--- src/rtl/uart_alu_if.sv ---
// Serial-driven ALU: pops {A, B, OP} frames from the UART rx FIFO and pushes the result byte
// into the tx FIFO. Defining `UART_ALU_STATUS_EN adds a status byte {Z,C,V,N,3'b000,INV}.
module uart_alu_if #(
    parameter int unsigned     DBIT    = 8,
    parameter int unsigned     TO_W    = 20,
    parameter logic [TO_W-1:0] TIMEOUT = 20'd1_000_000
) (
    input  logic            clk,
    input  logic            reset,
    input  logic            rx_empty,
    input  logic [DBIT-1:0] r_data,
    output logic            rd_uart,
    input  logic            tx_full,
    output logic            wr_uart,
    output logic [DBIT-1:0] w_data,
    output logic            busy,
    output logic            frame_err,
    output logic            op_err
);

    localparam int unsigned     MSB    = DBIT - 1;
    localparam logic [TO_W-1:0] TO_LAST = TIMEOUT - 1'b1;

    localparam logic [DBIT-1:0] OpAdd = 8'h20;
    localparam logic [DBIT-1:0] OpSub = 8'h22;
    localparam logic [DBIT-1:0] OpAnd = 8'h24;
    localparam logic [DBIT-1:0] OpOr  = 8'h25;
    localparam logic [DBIT-1:0] OpXor = 8'h26;
    localparam logic [DBIT-1:0] OpNor = 8'h27;
    localparam logic [DBIT-1:0] OpSrl = 8'h02;
    localparam logic [DBIT-1:0] OpSra = 8'h03;

    typedef enum logic [2:0] {
        StRdA,
        StRdB,
        StRdOp,
        StExe,
`ifdef UART_ALU_STATUS_EN
        StWrR,
        StWrS
`else
        StWrR
`endif
    } state_e;

    state_e          state_q, state_d;
    logic [DBIT-1:0] a_q, a_d, b_q, b_d, op_q, op_d, r_q, r_d;
    logic [DBIT-1:0] w_data_q, w_data_d;
    logic [TO_W-1:0] cnt_q, cnt_d;
    logic            rd_q, rd_d, wr_q, wr_d;
    logic            frame_err_q, frame_err_d, op_err_q, op_err_d;
    logic            take, push;
    logic [DBIT-1:0] alu_r;
    logic            alu_inv;
`ifdef UART_ALU_STATUS_EN
    logic            alu_c, alu_v;
    logic [DBIT-1:0] status_q;
`endif

    // A pop/push is never issued in the cycle its pulse is still high, so the FIFO flags and
    // head byte seen here are always settled.
    assign take = !rx_empty && !rd_q;
    assign push = !tx_full && !wr_q;

    always_comb begin
        alu_r   = '0;
        alu_inv = 1'b0;
`ifdef UART_ALU_STATUS_EN
        alu_c   = 1'b0;
        alu_v   = 1'b0;
`endif
        case (op_q)
            OpAdd: begin
`ifdef UART_ALU_STATUS_EN
                {alu_c, alu_r} = {1'b0, a_q} + {1'b0, b_q};
                alu_v = (a_q[MSB] == b_q[MSB]) && (alu_r[MSB] != a_q[MSB]);
`else
                alu_r = a_q + b_q;
`endif
            end
            OpSub: begin
`ifdef UART_ALU_STATUS_EN
                {alu_c, alu_r} = {1'b0, a_q} - {1'b0, b_q};
                alu_v = (a_q[MSB] != b_q[MSB]) && (alu_r[MSB] != a_q[MSB]);
`else
                alu_r = a_q - b_q;
`endif
            end
            OpAnd:   alu_r = a_q & b_q;
            OpOr:    alu_r = a_q | b_q;
            OpXor:   alu_r = a_q ^ b_q;
            OpNor:   alu_r = ~(a_q | b_q);
            OpSrl:   alu_r = a_q >> b_q[2:0];
            OpSra:   alu_r = $signed(a_q) >>> b_q[2:0];
            default: alu_inv = 1'b1;
        endcase
    end

    always_comb begin
        state_d     = state_q;
        a_d         = a_q;
        b_d         = b_q;
        op_d        = op_q;
        r_d         = r_q;
        cnt_d       = cnt_q;
        w_data_d    = w_data_q;
        rd_d        = 1'b0;
        wr_d        = 1'b0;
        frame_err_d = 1'b0;
        op_err_d    = 1'b0;

        unique case (state_q)
            StRdA: begin
                cnt_d = '0;
                if (take) begin
                    a_d     = r_data;
                    rd_d    = 1'b1;
                    state_d = StRdB;
                end
            end
            StRdB, StRdOp: begin
                if (take) begin
                    if (state_q == StRdB) begin
                        b_d     = r_data;
                        state_d = StRdOp;
                    end else begin
                        op_d    = r_data;
                        state_d = StExe;
                    end
                    rd_d  = 1'b1;
                    cnt_d = '0;
                end else if (cnt_q == TO_LAST) begin
                    // Stalled partial frame: drop it and resync on the next byte.
                    frame_err_d = 1'b1;
                    a_d         = '0;
                    b_d         = '0;
                    cnt_d       = '0;
                    state_d     = StRdA;
                end else begin
                    cnt_d = cnt_q + 1'b1;
                end
            end
            StExe: begin
                r_d      = alu_r;
                op_err_d = alu_inv;
                state_d  = StWrR;
            end
            StWrR: begin
                if (push) begin
                    wr_d     = 1'b1;
                    w_data_d = r_q;
`ifdef UART_ALU_STATUS_EN
                    state_d  = StWrS;
`else
                    state_d  = StRdA;
`endif
                end
            end
`ifdef UART_ALU_STATUS_EN
            StWrS: begin
                if (push) begin
                    wr_d     = 1'b1;
                    w_data_d = status_q;
                    state_d  = StRdA;
                end
            end
`endif
            default: state_d = StRdA;
        endcase
    end

    always_ff @(posedge clk or negedge reset) begin
        if (!reset) begin
            state_q     <= StRdA;
            a_q         <= '0;
            b_q         <= '0;
            op_q        <= '0;
            r_q         <= '0;
            cnt_q       <= '0;
            w_data_q    <= '0;
            rd_q        <= 1'b0;
            wr_q        <= 1'b0;
            frame_err_q <= 1'b0;
            op_err_q    <= 1'b0;
        end else begin
            state_q     <= state_d;
            a_q         <= a_d;
            b_q         <= b_d;
            op_q        <= op_d;
            r_q         <= r_d;
            cnt_q       <= cnt_d;
            w_data_q    <= w_data_d;
            rd_q        <= rd_d;
            wr_q        <= wr_d;
            frame_err_q <= frame_err_d;
            op_err_q    <= op_err_d;
        end
    end

`ifdef UART_ALU_STATUS_EN
    // Z and N are meaningless for an unsupported op, so they read as 0 alongside INV.
    always_ff @(posedge clk or negedge reset) begin
        if (!reset) begin
            status_q <= '0;
        end else if (state_q == StExe) begin
            status_q <= {!alu_inv && (alu_r == '0), alu_c, alu_v, !alu_inv && alu_r[MSB],
                         3'b000, alu_inv};
        end
    end
`endif

    assign rd_uart   = rd_q;
    assign wr_uart   = wr_q;
    assign w_data    = w_data_q;
    assign busy      = (state_q != StRdA);
    assign frame_err = frame_err_q;
    assign op_err    = op_err_q;

endmodule
--- config.mk ---
export PLATFORM = sky130hd
export DESIGN_NAME = uart_alu_if
export DESIGN_NICKNAME = d
export VERILOG_FILES = /design/src/rtl/uart_alu_if.sv
export SDC_FILE = /design/constraint.sdc
export NUM_CORES = 1
export LEC_CHECK = 0
export ABC_AREA = 1
export CAP_MARGIN = 25
export CORE_MARGIN = 2
export CORE_UTILIZATION = 25
export CTS_BUF_LIST = sky130_fd_sc_hd__clkbuf_8
export CTS_CLUSTER_SIZE = 8
export DETAILED_ROUTE_END_ITERATION = 6
export GPL_TIMING_DRIVEN = 0
export SYNTH_ARGS = -nofsm -noshare
export SYNTH_HDL_FRONTEND = slang
export SYNTH_SLANG_ARGS = --single-unit
--- constraint.sdc ---
create_clock -name clk -period 2.8 [get_ports clk]
set_input_delay 0.56 -clock clk [delete_from_list [all_inputs] [get_ports clk]]
set_output_delay 0.56 -clock clk [all_outputs]
set_load 0.03 [all_outputs]
==> results of run 1 <==
==> placed cells by master, fill, tap and decap left out, types with 10 or more instances in the layout <==
cell and n:
dfrtp_1 66, clkbuf_8 10, nor2_1 42, inv_2 13, clkdlybuf4s50_1 23, ha_1 25, inv_1 75, nand4_1 16
xor2_1 16, nand2_1 223, o21ai_1 10, nand3_1 56, buf_4 10, o21ai_0 34
==> final timing paths <==
kind                       slack [ns]  startpoint  cells after the start   endpoint
min                              0.30       reset                      1   cnt_q[6]
max reg2reg                      0.27      b_q[1]                     17     r_q[7]
max                              0.27      b_q[1]                     17     r_q[7]
min in group clk                 0.48   w_data[6]                      2  w_data[6]
min reg2reg                      0.48   w_data[6]                      2  w_data[6]
max in group asynchronous        1.88       reset                      1     b_q[0]
==> cells by family (layout without fill, tap and decap cells) <==
family,Yosys count,count (layout)
xor gates and xnor gates,17,17
buffers and inverters,102,148
adders and majority gates,26,26
and+or+nand+nor,380,380
DFF,67,67
AOI/OAI and AO/OA,69,69
==> metrics by stage <==
stage / TNS [ns] / power [mW] / utilization, % / area, um2
3_5_place_dp: 0 / 4.45 / 28.1 / 5210
6_report: 0 / 5.37 / 29.6 / 5480
3_3_place_gp: -79.62 / 4.41 / 28.1 / 5210
4_1_cts: 0 / 5.31 / 29.2 / 5400
5_1_grt: -0.00229 / 5.94 / 29.6 / 5480
2_1_floorplan: 0 / 3.67 / - / 4680
==> final cells by class <==
type	instances	area, um2	share of cell area [%]
Clock inverter	6	56.3	1.03
Inverter	89	339	6.19
Multi-Input combinational cell	492	2610	47.7
Tap cell	234	293	5.35
Clock buffer	10	138	2.51
Sequential cell	67	1680	30.6
Buffer	13	75.1	1.37
Timing Repair Buffer	30	283	5.16
==> flip-flops by register name, summed over array words and instances (netlist names) <==
signal / cells
frame_err: 1
wr_uart: 1
cnt_q: 20
state_q: 3
op_err: 1
b_q: 8
rd_uart: 1
w_data: 8
a_q: 8
r_q: 8
op_q: 8
==> worst reg2reg max path, cell delays in order, from the launching register on <==
cell and delay (ns):
dfrtp_1 0.46, inv_2 0.17, ha_1 0.18, inv_1 0.06
nor3_2 0.18, a31oi_1 0.14, xor2_1 0.16, ha_1 0.34
nand2_2 0.08, inv_1 0.04, a21oi_1 0.14, nand2_1 0.12
inv_1 0.07, nand2_1 0.05, nand3_1 0.06, nand2_1 0.09
nand2_1 0.07, nand2_1 0.04
==> per-layer routing <==
layer  track usage [%]  wire (um)  part of all wire, %
met5                 0          0                    0
met4              4.58        283                  2.3
met3              2.48        480                  3.9
met2              20.0       5530                   45
met1              18.0       6020                   49
==> timing repair <==
item                                    CTS  global route
endpoints found under the setup margin    0             5
hold buffers                              0             0
gates resized for setup                   0            13
setup buffers                             0             6
==> where the power goes <==
part | switching [mW] | internal [mW] | leakage, nW
clock network | 0.397 | 0.428 | 0.103
registers | 0.252 | 1.21 | 0.897
logic | 2.01 | 1.07 | 1.69
==> flow_metrics.env, run 1 <==
export IMPL_grt_overflow_total=0
export IMPL_timing_final_ws_setup_ns=0.271
export IMPL_drt_initial_drc_count=239
export IMPL_syn_inst=661
export IMPL_clkTransAtPathRegs_ns=0.08
export IMPL_cts_htree_levels=3
export IMPL_grt_first_pass_wirelength_um=20500
export IMPL_post_drt_wl_per_cell_um=13.1
export IMPL_dieHeight_um=141
export IMPL_timing_critical_path_cells="inv_2, ha_1, inv_1, nor3_2, a31oi_1, xor2_1, ha_1, nand2_2, inv_1, a21oi_1, nand2_1, inv_1, nand2_1, nand3_1, nand2_1, nand2_1, nand2_1"
export IMPL_crit_family="simple AND/OR/NAND/NOR gates"
export IMPL_worst_setup_path_start_kind="flop"
export IMPL_synth_nets=699
export IMPL_preCtsSetupSlack_ns=0.114
export IMPL_yosysWarnings=0
export IMPL_viasPerCell=4.59
export IMPL_num_io_pins=25
export IMPL_detailedRoute_firstPassIterationCount=5
export IMPL_syn_cell_area_mm2=0.00468
export IMPL_synth_main_ff_cell="dfrtp_1"
export IMPL_final_layout_size_suffix_gt1_share_pct=11.9
export IMPL_synthToLayoutAreaGrowth_pct=17.1
export IMPL_drv_cap=0
export IMPL_max_slew_worst_pin_slew_ns=0.857
export IMPL_synth_edf_count=0
export IMPL_timing_critical_path_slowest_cell_delay_ns=0.46
export IMPL_placedCellCount=919
export IMPL_final_instance_count_excl_fill=941
export IMPL_crit_path_capture_type="flop"
export IMPL_grt_antenna_before_repair=0
export IMPL_maximum_number_of_pins_on_one_net_before_global_route_repair=68
export IMPL_final_antenna_net_count=0
export IMPL_power_per_cell_area_mw_per_mm2=981
export IMPL_drt_wl_total_um=12300
export IMPL_clk_path_buf_depth=2
export IMPL_synthArstFlopShare_pct=100
export IMPL_synth_seq_area_share_pct=35.8
export IMPL_post_dp_hpwl_um=9390
export IMPL_final_hold_violation_count=0
export IMPL_layout_nets=740
export IMPL_synth_top_family_by_area="simple AND/OR/NAND/NOR gates"
export IMPL_min_clock_period_post_route_ns=2.53
export IMPL_global_route_usage_total_pct=12.9
export IMPL_slew_viols_final=0
export IMPL_yosys_register_bits=67
export IMPL_cpMostUsedCell="nand2_1"
export IMPL_cp_data_required_time_ns=3.06
export IMPL_post_route_period_util_pct=90.3
export IMPL_gpl_final_weighted_congestion=0.918
export IMPL_fp_row_count=50
export IMPL_complex_gate_fraction_of_the_synthesized_area_pct=8.80
export IMPL_crit_path_max_fanout=9
export IMPL_cts_made_buffers=9
export IMPL_status="complete, no violations"
export IMPL_synthMostInstantiatedCell="nand2_1"
export IMPL_clock_insertion_delay_worst_skew_ns=0.36
export IMPL_post_synth_main_area_contributors="dfrtp_1 36%, nand2_1 18%, ha_1 6.7%"
export IMPL_fillers=2091
export IMPL_post_synth_mux_area_share_pct=0
export IMPL_fmax_ghz=0.395
export IMPL_critPathSlowestCell="dfrtp_1"
export IMPL_worstPathArrival_ns=2.78
export IMPL_die_width_um=141
export IMPL_setup_viol=0
export IMPL_yosys_area_top_type_share_pct=35.8
export IMPL_ir_drop_v=0.000379
export IMPL_static_leakage_power_nw=2.69
export IMPL_synth_largest_area_cell="dfrtp_1"
export IMPL_simple_gate_portion_of_the_synthesized_area_pct=36.4
export IMPL_critical_path_class="reg -> reg"
export IMPL_post_synth_xor_area_fraction_pct=3.18
export IMPL_synth_distinct_cells=35
export IMPL_antennaDiodeCount=0
export IMPL_post_route_drc_count=0
export IMPL_max_slew_margin_rel_pct=42.9
export IMPL_grt_pass1_vias=4087
export IMPL_buffer_ports_inserted=24
export IMPL_floorplan_die_area_mm2=0.0198
export IMPL_synthesis_area_per_instance_um2=7.08
export IMPL_route_vias_total=4322
export IMPL_timing_hold_ws_ns=0.299
export IMPL_clk_root_buffer_cell="clkbuf_8"
export IMPL_initial_core_util_pct=25.3
export IMPL_design_core_area_mm2=0.0185
export IMPL_ys_top_cells_by_count="225 x nand2_1, 75 x inv_1, 67 x dfrtp_1"
export IMPL_holdCritPathClass="in -> async"
export IMPL_clock_sinks=67
export IMPL_path_buf_inv=4
export IMPL_cts_tree="yes"
export IMPL_final_setup_skew_ns=0.0160
export IMPL_yosys_area_share_adder_pct=7.12
Power figures use the tool's default switching activity.
==> run 2: changes to the inputs <==
SKIP_LAST_GASP = 1   (was not set)
==> results of run 2 <==
Same layout as run 1: the final DEF is identical, and so are final timing and power.
==> run 3: changes to the inputs <==
--- a/config.mk
+++ b/config.mk
@@ -15,2 +15,3 @@
 export GPL_TIMING_DRIVEN = 0
+export SKIP_CTS_REPAIR_TIMING = 1
 export SKIP_LAST_GASP = 1
==> constraint.sdc (replaced) <==
create_clock -name clk -period 2.8 [get_ports clk]
set_input_delay 0.42 -clock clk [delete_from_list [all_inputs] [get_ports clk]]
set_output_delay 0.42 -clock clk [all_outputs]
set_load 0.03 [all_outputs]
==> results of run 3 <==
Same layout as run 1 (identical final DEF). Status: complete, no violations.
Main changes from that run: hold slack 0.299 ns -> 0.159 ns
